## config.mk

```make
export PLATFORM = sky130hd
export DESIGN_NAME = shift_add_mult_n
export DESIGN_NICKNAME = d
export VERILOG_FILES = /design/src/rtl/shift_add_mult_n_pkg.sv /design/src/rtl/csa_n.sv /design/src/rtl/shift_add_mult_n.sv
export SDC_FILE = /design/constraint.sdc
export NUM_CORES = 1
export LEC_CHECK = 0
export CORE_MARGIN = 10
export CORE_UTILIZATION = 39
export DETAILED_ROUTE_END_ITERATION = 10
export PLACE_DENSITY = 0.57
export SLEW_MARGIN = 20
export SYNTH_ARGS = -nofsm -noshare
export SYNTH_HDL_FRONTEND = slang
export SYNTH_SLANG_ARGS = --single-unit
```

## constraint.sdc

```tcl
create_clock -name clk -period 8.7 [get_ports clk]
set_input_delay 1.74 -clock clk [delete_from_list [all_inputs] [get_ports clk]]
set_output_delay 1.74 -clock clk [all_outputs]
set_load 0.02 [all_outputs]
```

## src/rtl/shift_add_mult_n_pkg.sv

```systemverilog
// Shared definitions for the sequential shift-add multiplier: state encodings,
// counter sizing and the operand/adder width compatibility check.
package shift_add_mult_n_pkg;

    localparam logic [1:0] IDLE = 2'd0;
    localparam logic [1:0] RUN  = 2'd1;
    localparam logic [1:0] DONE = 2'd2;

    // Counter must hold N without wrapping, hence one bit above clog2(N).
    function automatic int unsigned count_w(input int unsigned n);
        return $clog2(n) + 1;
    endfunction

    // The 2N-bit accumulation adder is built from whole K-bit blocks.
    function automatic bit width_ok(input int unsigned n, input int unsigned k);
        return ((2 * n) % k) == 0;
    endfunction

    localparam int unsigned N_DEFAULT       = 16;
    localparam int unsigned COUNT_W_DEFAULT = count_w(N_DEFAULT);

endpackage

```

## src/rtl/csa_n.sv

```systemverilog
// Carry-select adder: W-bit sum built from K-bit blocks, each computed for both
// carry-in values and selected by the incoming block carry (RCA or CLA blocks).
module csa_n #(
    parameter int unsigned W          = 32,
    parameter int unsigned K          = 8,
    parameter int unsigned BLOCK_TYPE = 0
) (
    input  logic [W-1:0] a,
    input  logic [W-1:0] b,
    input  logic         ci,
    output logic [W-1:0] sum,
    output logic         co
);

    localparam int unsigned NB = W / K;

    // Returns {carry_out, sum} of one K-bit block.
    function automatic logic [K:0] blk_add(input logic [K-1:0] x, input logic [K-1:0] y,
                                           input logic cin);
        logic [K:0]   cc;
        logic [K-1:0] gg;
        logic [K-1:0] pg;
        logic         pp;
        gg    = x & y;
        pg    = x ^ y;
        cc    = '0;
        cc[0] = cin;
        pp    = 1'b0;
        for (int i = 0; i < int'(K); i++) begin
            if (BLOCK_TYPE == 1) begin
                // Lookahead: every carry expanded directly from generate/propagate terms.
                cc[i+1] = gg[i];
                pp      = pg[i];
                for (int j = i - 1; j >= 0; j--) begin
                    cc[i+1] = cc[i+1] | (pp & gg[j]);
                    pp      = pp & pg[j];
                end
                cc[i+1] = cc[i+1] | (pp & cin);
            end else begin
                cc[i+1] = gg[i] | (pg[i] & cc[i]);
            end
        end
        return {cc[K], pg ^ cc[K-1:0]};
    endfunction

    logic [NB:0] c;
    assign c[0] = ci;

    for (genvar g = 0; g < int'(NB); g++) begin : g_blk
        logic [K:0] r0;
        logic [K:0] r1;
        assign r0 = blk_add(a[g*K +: K], b[g*K +: K], 1'b0);
        assign r1 = blk_add(a[g*K +: K], b[g*K +: K], 1'b1);
        assign sum[g*K +: K] = c[g] ? r1[K-1:0] : r0[K-1:0];
        assign c[g+1]        = c[g] ? r1[K]     : r0[K];
    end

    assign co = c[NB];

endmodule

```

## src/rtl/shift_add_mult_n.sv

```systemverilog
// Sequential unsigned shift-add multiplier, one partial product per clock via csa_n.
// Build option: SHIFT_ADD_MULT_EARLY_TERM_EN finishes as soon as the multiplier drains to zero.
module shift_add_mult_n
    import shift_add_mult_n_pkg::*;
#(
    parameter int unsigned N          = 16,
    parameter int unsigned K          = 8,
    parameter int unsigned BLOCK_TYPE = 0
) (
    input  logic           clk,
    input  logic           rst_n,
    input  logic           start,
    input  logic [N-1:0]   a,
    input  logic [N-1:0]   b,
    output logic           busy,
    output logic           done,
    output logic [2*N-1:0] p
);

    localparam int unsigned PW = 2 * N;
    localparam int unsigned CW = count_w(N);

    if (!width_ok(N, K)) begin : g_bad_k
        $error("shift_add_mult_n: 2N must be a multiple of K");
    end

    logic [1:0]    state,  state_nxt;
    logic [PW-1:0] mcand,  mcand_nxt;
    logic [N-1:0]  mplier, mplier_nxt;
    logic [PW-1:0] acc,    acc_nxt;
    logic [CW-1:0] count,  count_nxt;
    logic [PW-1:0] p_nxt;
    logic [PW-1:0] sum;
    logic          csa_co_unused;

    csa_n #(
        .W          (PW),
        .K          (K),
        .BLOCK_TYPE (BLOCK_TYPE)
    ) u_csa (
        .a   (acc),
        .b   (mcand),
        .ci  (1'b0),
        .sum (sum),
        .co  (csa_co_unused)
    );

    // Next-state, datapath and product update.
    always_comb begin
        state_nxt  = state;
        mcand_nxt  = mcand;
        mplier_nxt = mplier;
        acc_nxt    = acc;
        count_nxt  = count;
        p_nxt      = p;
        case (state)
            IDLE, DONE: begin
                if (start) begin
                    mcand_nxt  = PW'(a);
                    mplier_nxt = b;
                    acc_nxt    = '0;
                    count_nxt  = '0;
                    state_nxt  = RUN;
                end else if (state == DONE) begin
                    state_nxt = IDLE;
                end
            end
            RUN: begin
                acc_nxt    = mplier[0] ? sum : acc;
                mcand_nxt  = mcand << 1;
                mplier_nxt = mplier >> 1;
                count_nxt  = count + CW'(1);
`ifdef SHIFT_ADD_MULT_EARLY_TERM_EN
                if (count == CW'(N - 1) || mplier_nxt == '0) begin
`else
                if (count == CW'(N - 1)) begin
`endif
                    state_nxt = DONE;
                    p_nxt     = acc_nxt;
                end
            end
            default: state_nxt = IDLE;
        endcase
    end

    // State, datapath and registered status outputs.
    always_ff @(posedge clk) begin
        if (!rst_n) begin
            state  <= IDLE;
            mcand  <= '0;
            mplier <= '0;
            acc    <= '0;
            count  <= '0;
            p      <= '0;
            busy   <= 1'b0;
            done   <= 1'b0;
        end else begin
            state  <= state_nxt;
            mcand  <= mcand_nxt;
            mplier <= mplier_nxt;
            acc    <= acc_nxt;
            count  <= count_nxt;
            p      <= p_nxt;
            busy   <= (state_nxt == RUN);
            done   <= (state_nxt == DONE);
        end
    end

endmodule

```

==> impl_metrics.ini, run 1 <==
[outcome]
outcome = finished clean

[worst_setup_path]
reg2reg_depth = 31
cp_slowest_cell = fa_1
max_stage_delay_ns = 0.46
timing.rr.end = acc[31]
rr_startpoint = mcand[0]
critPathRequiredTime_ns = 9.01
crit_type = reg2reg
crit_arrival_ns = 8.19
crit_fanout = 5
cp-start-kind = flop
cpMostUsedCell = fa_1
end_kind = flop
r2r_setup_slack_ns = 0.82

[synthesis]
synth_cells = 669
synthArstFlopShare = 0
yosys-mux-area-fraction = 0.0126
yosysWarnings = 0
ys.flop_type = dfxtp_1
synth_seq_area_share = 0.407
synth_edf_count = 0
synth-simple-area-share = 0.169
synthTopCellsByArea = dfxtp_1 (41%), a22oi_1 (7.4%), a21boi_0 (6.4%)
yosys.area.top_type_share = 0.407
yosysUniqueCellTypes = 50
synth_compound_area_frac = 0.239
yosysTopAreaCell = dfxtp_1
synth_top_family_by_area = compound AO/OA/AOI/OAI gates
syn-mean-instance-area_sq_um = 8.89
synth_area_sq_um = 5950
synth_seq_cells = 121
synthAdderAreaFrac = 0.0883
synthXorXnorAreaFrac = 0.0294
synth_nets = 740

[global_routing]
antenna_found_initial = 0
grt_pass1_wl_um = 24200
grt_use_met1 = 0.177
grt_max_degree = 128
track_usage = 0.146
grt_overflow = 0
use_met3 = 0.0505
grt_pass1_vias = 4856
use_met2 = 0.240
top_usage_layer = met2

[clocking]
ctsHoldBuffers = 0
cts.htree.levels = 4
clock_latency_ns = 0.42
cts.reportedPaths.clkPinSlew_ns = 0.05
cts_setup_buffers = 0
cts_buffer_depth = 2
cts_resized = 0
cts_buffers = 17
cts_root_buffer = clkbuf_16
clkSinkCount = 121
cts_tree = built

[sta]
maxSlewHeadroom = 0.492
finalHoldViolCount = 0
fmax_ghz = 0.127
fin_skew_ns = 0.00982
tightest_slew_ns = 0.761
fin_crit_sh = 0.906
period_minus_slack_ns = 7.88
rsz0062_at_grt = no
fin_tns_setup_ns = 0
setup_violations = 0
slew_violations = 0

[floorplan]
die_h_um = 144
core_area_sq_um = 15100
rows = 45
start_util = 0.394
die_x_um = 144
fp.dieArea_sq_um = 20600
ios = 69

[final_layout]
layout_commonest_cell = dfxtp_1
stdcell_count = 915
area_growth_pct = 23.8
drive_gt1_frac = 0.0757
fin_area_sq_um = 7370
fin_util = 0.488
nNetsFinal = 786
n_antenna_cell = 0
final_cell_mix = dfxtp_1 (121), nand2_1 (86), clkdlybuf4s50_1 (67), a22oi_1 (59), a21boi_0 (51)
fillCellCount = 1432

[drt]
wl_per_cell_um = 15.8
vias = 4813
drt-pass1-iter-count = 5
drc_errors = 0
drt_iter0_drc = 282
viasPerCell = 5.26
antenna_left = 0
wl_um = 14400

[worst_hold_path]
hold_path_depth = 2
whs_endpoint = p[4]
hp-start = p[4]
hp-class = reg2reg

[job]
drv_cap = 0

[pwr]
power_density_nw_per_um2 = 193
leakagePower_nw = 2.71
ir_worst_vdd_mv = 0.137

[place]
dpl.hpwl_um = 9190
dp.cells = 883
place_congestion = 0.807
dpl_cell_area_sq_um = 6720
port_buffers = 68
==> routing by layer <==
layer	up-vias	wire, um
met5	-	0
met4	0	132
met3	8	832
met2	93	6810
met1	2276	6670
li1	2436	-
==> synth_stat cells, types with 6 or more instances <==
cell type  number
and3_1          7
a21boi_0       51
a21oi_1        22
inv_1          30
and2_1         14
a22oi_1        59
o21ai_0        32
ha_1           26
nand3_1        20
fa_1           10
xnor2_1        13
dfxtp_1       121
nand4_1         7
clkbuf_1       23
nor2_1         13
nor2b_1        36
buf_2          18
nand2_1        86
buf_1           7
a21o_1          6
nand2b_1        8
o211ai_1        9
xor2_1          7
==> critical path: cells and delay by family, from the launching register on <==
| family | cells | cell delay [ns] |
|---|---|---|
| simple gates | 6 | 0.75 |
| buf+inv | 1 | 0.05 |
| flops | 1 | 0.35 |
| xor+xnor | 2 | 0.36 |
| fa+ha+maj | 11 | 4.19 |
| compound gates | 11 | 2.06 |
==> cells by family (layout without fill, tap and decap cells) <==
group                      count (synthesis)  in the layout
muxes                                      7              7
adders and majority gates                 36             36
DFF                                      121            121
AOI/OAI and AO/OA                        204            204
and+or+nand+nor                          202            202
buffers and inverters                     79            137
xor gates and xnor gates                  20             20
==> report_power, final <==
part / total (mW) / switching, mW / internal [mW] / leakage (nW)
Combinational: 0.104 / 0.0619 / 0.0418 / 1.42
Clock: 0.742 / 0.245 / 0.497 / 0.310
Sequential: 0.576 / 0.00895 / 0.567 / 0.980
Total: 1.42 / 0.316 / 1.11 / 2.71
==> state kept, by name, summed over array words and instances (netlist names) <==
name / cells
acc: 32
mcand: 32
p: 32
mplier: 16
count: 5
state: 2
busy: 1
done: 1
==> final cells by class <==
| class | instances | area [sq um] | area share |
|---|---|---|---|
| Multi-Input combinational cell | 469 | 3220 | 0.437 |
| Tap cell | 188 | 235 | 0.0319 |
| Inverter | 30 | 113 | 0.0153 |
| Sequential cell | 121 | 2420 | 0.329 |
| Timing Repair Buffer | 76 | 756 | 0.103 |
| Clock buffer | 22 | 474 | 0.0644 |
| Clock inverter | 9 | 145 | 0.0197 |
==> how the worst max path moves through the flow <==
stage	slack (ns)	depth (start not counted)	from	endpoint
after floorplan	1.34	31	mcand[0]	acc[31]
after global placement	1.02	31	mcand[0]	acc[31]
after detailed placement	0.83	31	mcand[0]	acc[31]
after CTS	0.83	31	mcand[0]	acc[31]
after global routing	0.41	31	mcand[0]	p[31]
final	0.82	31	mcand[0]	acc[31]
==> per-stage QoR <==
stage | total power, mW | hold slack, ns | worst slack (ns)
after global placement | 0.689 | 0.455 | 1.02
after detailed placement | 0.691 | 0.462 | 0.833
after global routing | 1.48 | 0.478 | 0.412
after CTS | 1.44 | 0.468 | 0.829
after floorplan | 0.654 | 0.444 | 1.34
final | 1.42 | 0.460 | 0.820
Note: power is estimated with default switching activity, not from simulation.
==> run 2, diff against run 1 <==
--- a/config.mk
+++ b/config.mk
@@ -5,7 +5,6 @@
 export SDC_FILE = /design/constraint.sdc
 export NUM_CORES = 1
 export LEC_CHECK = 0
-export CORE_MARGIN = 10
 export CORE_UTILIZATION = 39
 export DETAILED_ROUTE_END_ITERATION = 10
 export PLACE_DENSITY = 0.57
==> impl_metrics.ini, run 2 (synthesized netlist as in run 1, its figures left out) <==
[pwr]
power_mw = 1.37
pwr-share-comb = 0.075
p_switching_uw = 311
p_sw_frac = 0.227
p_int_mw = 1.06
ir_worst_vdd_mv = 0.134
clkPwrFrac = 0.503
p_seq_frac = 0.421
leakagePower_nw = 2.68
power_density_nw_per_um2 = 187

[clocking]
cts_resized = 0
cts_root_buffer = clkbuf_16
cts.reportedPaths.clkPinSlew_ns = 0.05
cts_buffer_depth = 2
clkSinkCount = 121
cts_buffers = 17
cts_setup_buffers = 0
cts_tree = built
clock_latency_ns = 0.41
ctsHoldBuffers = 0
cts.htree.levels = 4

[place]
port_buffers = 68
place_congestion = 0.790
dp.cells = 879
dpl.hpwl_um = 8770

[worst_hold_path]
whs_endpoint = mplier[9]
hold_path_depth = 2
hp-class = reg2reg
hp-start = mplier[9]

[global_routing]
grt_overflow = 0
grt_pass1_vias = 4777
grt_max_degree = 128
antenna_found_initial = 0
track_usage = 0.187
grt_pass1_wl_um = 23600

[sta]
fin_skew_ns = 0.00774
setup_violations = 0
period_minus_slack_ns = 7.80
slew_violations = 0
rsz0062_at_grt = no
maxSlewHeadroom = 0.472
finalHoldViolCount = 0
fin_crit_sh = 0.896
fin_tns_setup_ns = 0
tightest_slew_ns = 0.793
fmax_ghz = 0.128

[worst_setup_path]
max_stage_delay_ns = 0.45
cp_slowest_cell = fa_1
timing.rr.end = acc[31]
crit_fanout = 5
crit_type = reg2reg
crit_start = mcand[0]
critPathRequiredTime_ns = 9.00
rr_startpoint = mcand[0]
reg2reg_depth = 31
end_kind = flop
cp-start-kind = flop
cpMostUsedCell = fa_1
crit_arrival_ns = 8.10
r2r_setup_slack_ns = 0.90

[final_layout]
layout_commonest_cell = dfxtp_1
reg.largest.list = acc: 32 flops, mcand: 32 flops, p: 32 flops
n_antenna_cell = 0
final_cell_mix = dfxtp_1 (121), nand2_1 (86), clkdlybuf4s50_1 (67), a22oi_1 (59), a21boi_0 (51)
nNetsFinal = 785
stdcell_count = 911
area_growth_pct = 22.7
drive_gt1_frac = 0.0757

[drt]
antenna_left = 0
drt-pass1-iter-count = 8
drt_iter0_drc = 313
vias = 4809
wl_per_cell_um = 15.3
wl_um = 13900
viasPerCell = 5.28
drc_errors = 5

[floorplan]
rows = 44
fp.dieArea_sq_um = 15800
die_h_um = 126
core_area_sq_um = 14700
die_x_um = 126
start_util = 0.405
ios = 69

[job]
drv_cap = 0

[outcome]
outcome = finished with violations
failed_checks = design-rule violations
-- run 2: cell type report --
type,instances,area [sq um]
tap,184,230
timing repair buffer,75,732
multi-input combinational,469,3220
fill,1338,7400
clock inverter,9,95.1
inverter,30,113
sequential,121,2420
clock buffer,23,488
-- run 2: layer usage --
layer	GRT usage	vias to the layer above	wire, um
li1	-	2426	-
met1	0.238	2289	6650
met2	0.314	90	6620
met3	0.0449	4	601
met4	0.0502	0	62
met5	0	-	0
-- run 2: worst max-delay path by stage --
stage,endpoint,slack [ns]
finish,acc[31],0.90
floorplan,acc[31],1.34
CTS,acc[31],0.85
global placement,acc[31],1.0
global route,acc[31],0.35
detailed placement,acc[31],0.88
-- run 2: stage by stage --
| step | setup WS [ns] | instance area [sq um] | utilization | hold slack, ns |
|---|---|---|---|---|
| floorplan | 1.34 | 5950 | - | 0.444 |
| global placement | 0.996 | 6710 | 0.457 | 0.454 |
| detailed placement | 0.885 | 6710 | 0.457 | 0.462 |
| CTS | 0.850 | 7290 | 0.496 | 0.470 |
| global route | 0.354 | 7300 | 0.497 | 0.486 |
| finish | 0.903 | 7300 | 0.497 | 0.464 |
-- run 2: critical path, delay by kind of cell (launching register included) --
| kind | cells | cell delay (ns) |
|---|---|---|
| fa+ha+maj | 11 | 4.17 |
| xor+xnor | 2 | 0.34 |
| compound gates | 11 | 2.04 |
| flops | 1 | 0.35 |
| simple gates | 6 | 0.74 |
| buf+inv | 1 | 0.04 |
-- run 2: power by group through the flow --
stage          registers (mW)  logic [mW]  clock network, mW
2_1_floorplan           0.585      0.0688                  0
3_3_place_gp            0.587       0.102                  0
3_5_place_dp            0.588       0.104                  0
4_1_cts                 0.576       0.104              0.703
5_1_grt                 0.577       0.115              0.727
6_report                0.576       0.103              0.688
==> run 3, diff against run 2 <==
--- a/config.mk
+++ b/config.mk
@@ -7,6 +7,7 @@
 export LEC_CHECK = 0
 export CORE_UTILIZATION = 39
 export DETAILED_ROUTE_END_ITERATION = 10
+export GPL_ROUTABILITY_DRIVEN = 0
 export PLACE_DENSITY = 0.57
 export SLEW_MARGIN = 20
 export SYNTH_ARGS = -nofsm -noshare
==> results of run 3 <==
Same layout as run 2: the final DEF is identical, and so are final timing and power.
